`config.mk`:
```
export PLATFORM = sky130hd
export DESIGN_NAME = reorder_buffer
export DESIGN_NICKNAME = d
export VERILOG_FILES = /design/src/rtl/rv32i_types.sv /design/src/rtl/reorder_buffer.sv
export SDC_FILE = /design/constraint.sdc
export NUM_CORES = 1
export LEC_CHECK = 0
export ABC_CLOCK_PERIOD_IN_PS = 3000
export CAP_MARGIN = 30
export CORE_MARGIN = 1.5
export CORE_UTILIZATION = 49
export DETAILED_ROUTE_END_ITERATION = 16
export PLACE_DENSITY = 0.73
export SKIP_LAST_GASP = 1
export SLEW_MARGIN = 20
export SYNTH_ARGS = -nofsm -noshare
export SYNTH_HDL_FRONTEND = slang
export SYNTH_SLANG_ARGS = --single-unit
```
`constraint.sdc`:
```
create_clock -name clk -period 3 [get_ports clk]
set_input_delay 0.45 -clock clk [delete_from_list [all_inputs] [get_ports clk]]
set_output_delay 0.45 -clock clk [all_outputs]
set_load 0.05 [all_outputs]
```
`src/rtl/rv32i_types.sv`:
```
// Shared core types: ROB entry record and the bit layout of the enqueue
// record exchanged between rename/dispatch and the reorder buffer.
package rv32i_types;

   localparam int PHYS_REG_W = 6;
   localparam int ARCH_REG_W = 5;

   // Enqueue record layout: {done, rd[4:0], pd[5:0]}
   localparam int ROB_REC_DONE_BIT = 11;
   localparam int ROB_REC_RD_MSB   = 10;
   localparam int ROB_REC_RD_LSB   = 6;
   localparam int ROB_REC_PD_MSB   = 5;
   localparam int ROB_REC_PD_LSB   = 0;

   typedef struct packed {
      logic                  valid;
      logic                  done;
      logic                  mispredict;
      logic [ARCH_REG_W-1:0] rd;
      logic [PHYS_REG_W-1:0] pd;
   } rob_entry_t;

endpackage

```
`src/rtl/reorder_buffer.sv`:
```
// In-order retirement queue. Dispatch allocates entries at the tail, CDB
// broadcasts mark them done, and the head retires toward the RRAT. A
// mispredicted head raises jump_commit and flushes the whole buffer.
module reorder_buffer
   import rv32i_types::*;
#(
   parameter int DATA_WIDTH     = 6,
   parameter int ROB_DATA_WIDTH = 12,
   parameter int ROB_DEPTH      = 16
) (
   input  logic                         clk,
   input  logic                         rst,
   input  logic                         enqueue,
   input  logic [ROB_DATA_WIDTH-1:0]    rob_data_in,
   output logic [$clog2(ROB_DEPTH)-1:0] rob_idx_out,
   output logic                         full,
   output logic                         empty,
   input  logic                         cdb_valid,
   input  logic [$clog2(ROB_DEPTH)-1:0] cdb_rob_idx,
   input  logic                         cdb_mispredict,
   output logic                         commit_valid,
   output logic [4:0]                   commit_rd,
   output logic [DATA_WIDTH-1:0]        commit_pd,
   output logic [$clog2(ROB_DEPTH)-1:0] commit_rob_idx,
   output logic                         jump_commit
);

   localparam int IDX_W = $clog2(ROB_DEPTH);
   localparam logic [IDX_W:0] PTR_ONE = {{IDX_W{1'b0}}, 1'b1};

   // Pointers carry an extra wrap bit so full and empty are distinguishable.
   logic [IDX_W:0] head;
   logic [IDX_W:0] tail;
   logic [IDX_W-1:0] head_idx;
   logic [IDX_W-1:0] tail_idx;

   // Control bits live in flat vectors; payload lives in plain arrays.
   logic [ROB_DEPTH-1:0] valid_q;
   logic [ROB_DEPTH-1:0] done_q;
   logic [ROB_DEPTH-1:0] mispredict_q;
   logic [4:0]            rd_q [ROB_DEPTH];
   logic [DATA_WIDTH-1:0] pd_q [ROB_DEPTH];

   rob_entry_t head_entry;
   logic       do_enqueue;
   logic       cdb_hit;

   assign head_idx = head[IDX_W-1:0];
   assign tail_idx = tail[IDX_W-1:0];

   assign empty       = (head == tail);
   assign full        = (head_idx == tail_idx) && (head[IDX_W] != tail[IDX_W]);
   assign rob_idx_out = tail_idx;

   // full is judged on pre-edge state, so a same-cycle commit never admits a
   // blocked enqueue; a flush cycle also swallows the enqueue.
   assign do_enqueue = enqueue && !full && !jump_commit;
   assign cdb_hit    = cdb_valid && valid_q[cdb_rob_idx];

   // Gather the head entry into one record for the commit logic.
   always_comb begin
      head_entry            = '0;
      head_entry.valid      = valid_q[head_idx];
      head_entry.done       = done_q[head_idx];
      head_entry.mispredict = mispredict_q[head_idx];
      head_entry.rd         = rd_q[head_idx];
      head_entry.pd         = pd_q[head_idx];
   end

   assign commit_valid   = !empty && head_entry.valid && head_entry.done;
   assign jump_commit    = commit_valid && head_entry.mispredict;
   assign commit_rd      = commit_valid ? head_entry.rd : '0;
   assign commit_pd      = commit_valid ? head_entry.pd : '0;
   assign commit_rob_idx = commit_valid ? head_idx : '0;

   // Pointer and per-entry status update: reset, flush, then commit/enqueue/CDB.
   always_ff @(posedge clk) begin
      if (rst) begin
         head         <= '0;
         tail         <= '0;
         valid_q      <= '0;
         done_q       <= '0;
         mispredict_q <= '0;
      end else if (jump_commit) begin
         head         <= '0;
         tail         <= '0;
         valid_q      <= '0;
         done_q       <= '0;
         mispredict_q <= '0;
      end else begin
         // A CDB to the head in its retiring cycle is harmless: the entry is
         // being released anyway. A CDB never targets the slot being
         // enqueued because that slot is invalid before the edge.
         if (cdb_hit) begin
            done_q[cdb_rob_idx]       <= 1'b1;
            mispredict_q[cdb_rob_idx] <= cdb_mispredict;
         end
         if (commit_valid) begin
            valid_q[head_idx] <= 1'b0;
            head              <= head + PTR_ONE;
         end
         if (do_enqueue) begin
            valid_q[tail_idx]      <= 1'b1;
            done_q[tail_idx]       <= rob_data_in[ROB_REC_DONE_BIT];
            mispredict_q[tail_idx] <= 1'b0;
            tail                   <= tail + PTR_ONE;
         end
      end
   end

   // Payload write at the tail; only meaningful while the entry is valid.
   always_ff @(posedge clk) begin
      if (do_enqueue) begin
         rd_q[tail_idx] <= rob_data_in[ROB_REC_RD_MSB:ROB_REC_RD_LSB];
         pd_q[tail_idx] <= rob_data_in[ROB_REC_PD_MSB:ROB_REC_PD_LSB];
      end
   end

endmodule

```
==> flow_summary_export.csv <==
group,metric,value,unit
status,status,"finished, violations left",
status,violations,"setup timing",
power_and_ir_drop,ir_drop,0.393,mV
finish,design_area,12800,µm²
worst_setup_path,worstPathCellList,"buf_16, buf_8, mux2i_4, a32oi_1, nand4_1, or3_4, buf_12, nor2b_4, buf_6",
yosys,synth_top_area_cell,"edfxtp_1",
grt,antenna_found_initial,0,
finish,utilization,63.0,%
clocking,htreeDepth,1,
worst_setup_path,cp-start-kind,"flop",
clocking,cts_root_buffer,"clkbuf_16",
clocking,cts_tree,"yes",
timing,rsz0062_at_grt,"true",
placed_design,dp.final_hpwl,17200,µm
worst_setup_path,crit_end,"commit_pd[5]",
yosys,synth_common_cells,"176 x edfxtp_1, 66 x mux4_2, 62 x dfxtp_1",
clocking,cts.path.max_buffers,3,
floorplanning,die-area,21600,µm²
yosys,synth_cells,643,
yosys,async_flop_share,0,%
yosys,ys.warnings.count,0,
yosys,ys_seq_elements,238,
yosys,synth.distinct_cells,42,
timing,worst_pin_slew,0.787,ns
finish,multi_input_comb_area,3440,µm²
power_and_ir_drop,power,7.13,mW
timing,fin_ws,-0.0606,ns
worst_hold_path,hold_path_class,"reg2reg",
timing,fmax,327,MHz
yosys,synth_edf_count,176,
clocking,clk_latency,0.54,ns
floorplanning,core,20300,µm²
clocking,cts_buffers,25,
worst_setup_path,worstPathArrival,2.61,ns
clocking,clock_sinks,238,
floorplanning,row_count,52,
flow_run,cap_viol_max_count,0,
worst_setup_path,path_max_fanout,5,
finish,nets,786,
timing,fin_skew,0.0208,ns
route,vias,6222,
worst_setup_path,rrSetupSlack,-0.05,ns
floorplanning,start_util,50.0,%
timing,slew_headroom,47.4,%
power_and_ir_drop,power.density,558,nW/µm²
power_and_ir_drop,cellLeakagePower,4.45,nW
worst_setup_path,max_stage_delay,0.46,ns
timing,setup_viol,27,
finish,seqCellArea,6540,µm²
clocking,clk_pin_slew_worst_paths,0.06,ns
floorplanning,die_x,147,µm
floorplanning,ios,44,
worst_setup_path,rr_endpoint,"rd_q[0][0]",
timing,post-route-min-period,3.06,ns
grt,grt_max_degree,45,
worst_setup_path,rr_worst_depth,10,
grt,grt_pass1_wl,39000,µm
grt,track_usage,24.5,%
timing,hold_ws,0.519,ns
worst_setup_path,r2r_start,"head[1]",
timing,finalHoldViolCount,0,
yosys,ys.flop_type,"edfxtp_1",
route,drtIter0Drc,724,
yosys,yosysMostFrequentCell,"edfxtp_1",
timing,fin_tns_setup,-1.09,ns
worst_setup_path,worstPathRequired,2.55,ns
placed_design,port_buffers,43,
grt,grt_pass1_vias,6244,
finish,nFillCells,1423,
yosys,synth_top_area_share,52.1,%
yosys,syn-mean-instance-area,15.8,µm²
worst_setup_path,crit_start,"head[1]",
floorplanning,die_y,147,µm
route,wl_per_cell,24.7,µm
yosys,syn_nets,673,
timing,drv_slew,0,
route,firstDrtPassIters,5,
grt,grt_overflow_total,0,
route,avgViaCountPerCell,5.95,
finish,synthToLayoutAreaGrowth,26.0,%
timing,fin_crit_sh,102,%
yosys,synth-seq-area-share,64.3,%
worst_setup_path,critPathKind,"reg2out",
worst_setup_path,crit_slowest_cell,"or3_4",
route,drc,0,
placed_design,gp_congestion,0.965,
placed_design,dpl_cell_area,11300,µm²
yosys,synth_area,10100,µm²
route,wl,25800,µm
finish,antenna_cells,0,
worst_setup_path,end_kind,"output pin",
yosys,synth_area_leaders,"edfxtp_1 52%, mux4_2 15%, dfxtp_1 12%",
route,antenna_left,0,
finish,layout-drive-gt1-share,34.2,%
## logic make-up (layout without fill, tap and decap cells)
| logic type | after synthesis | after routing | synth area share, % |
|---|---|---|---|
| compound gates | 59 | 59 | 3.65 |
| xor+xnor | 11 | 11 | 0.950 |
| fa+ha+maj | 9 | 9 | 1.11 |
| buf+inv | 76 | 208 | 3.50 |
| flops | 238 | 238 | 64.3 |
| mux | 101 | 101 | 18.1 |
| simple gates | 149 | 149 | 8.35 |
## worst min path at each step
stage | slack (ns) | to | depth (start not counted) | from
4_1_cts | 0.50 | valid_q[15] | 2 | valid_q[15]
3_5_place_dp | 0.50 | valid_q[15] | 2 | valid_q[15]
3_3_place_gp | 0.49 | valid_q[10] | 2 | valid_q[10]
2_1_floorplan | 0.45 | valid_q[7] | 2 | valid_q[7]
5_1_grt | 0.53 | valid_q[15] | 2 | valid_q[15]
6_report | 0.52 | valid_q[11] | 2 | valid_q[11]
## placed cells by master (no fill, tap or decap), types with 4 or more instances in the layout
cell type and instances:
buf_12 22, nand3_1 25, o21ai_1 9, o21ai_0 10
or3_1 11, ha_1 8, a21oi_1 19, or2_1 10
nor2b_4 12, and3_1 5, buf_8 5, clkbuf_16 25
inv_1 28, nor2b_1 4, mux2i_1 34, nor3_2 14
a211o_1 12, buf_4 55, nand2_1 26, clkdlybuf4s50_1 24
buf_6 17, edfxtp_1 176, dfxtp_1 56, mux4_2 66
xnor2_1 7, clkinv_2 8, nor2_1 18, clkinvlp_4 7
## through the flow
stage               std cells  setup WS, ns
floorplan                 643       -0.0527
global placement          971         0.131
detailed placement        971      -0.00280
CTS                      1038        -0.119
global route             1045        -0.144
finish                   1045       -0.0606
## where the power goes
group          switching, mW  leakage, nW  total, mW  internal, mW
logic                  0.227         1.94      0.417         0.190
clock network           1.32        0.407       3.13          1.80
registers             0.0218         2.09       3.59          3.57
## sequential cells by signal, indices dropped and copies added (netlist names), named ones only
name,count
head,5
valid_q,16
rd_q,80
mispredict_q,16
tail,5
pd_q,96
done_q,16
## repair_timing
item,4_1_cts,5_1_grt
pin swaps,5,6
buffers inserted,16,10
gates resized for setup,53,32
hold endpoints to repair,0,0
setup endpoints to repair,20,120
gates cloned,6,0
hold buffers,0,0
## worst max-delay path: cells and delay by family (launching register included)
family,cells,cell delay [ns]
muxes,1,0.18
and+or+nand+nor,3,0.72
DFF,1,0.38
buffers and inverters,4,0.61
AOI/OAI and AO/OA,1,0.18
## layout make-up
type                    instances  area share (%)
repair buffers                128            11.6
inverters                      34            1.16
clock buffers                  28            4.98
multi-input cells             329            26.9
clock inverters                18            1.49
well taps                     270            2.64
flip-flops and latches        238            51.2
## routing by layer
| layer | GRT usage (%) | vias up | wire (µm) | share of wire, % |
|---|---|---|---|---|
| li1 | - | 2685 | - | - |
| met1 | 36.3 | 3228 | 11500 | 44 |
| met2 | 38.2 | 275 | 12000 | 47 |
| met3 | 3.51 | 34 | 1820 | 7.1 |
| met4 | 6.72 | 0 | 464 | 1.8 |
| met5 | 0 | - | 0 | 0 |
Note: power is estimated with default switching activity, not from simulation.
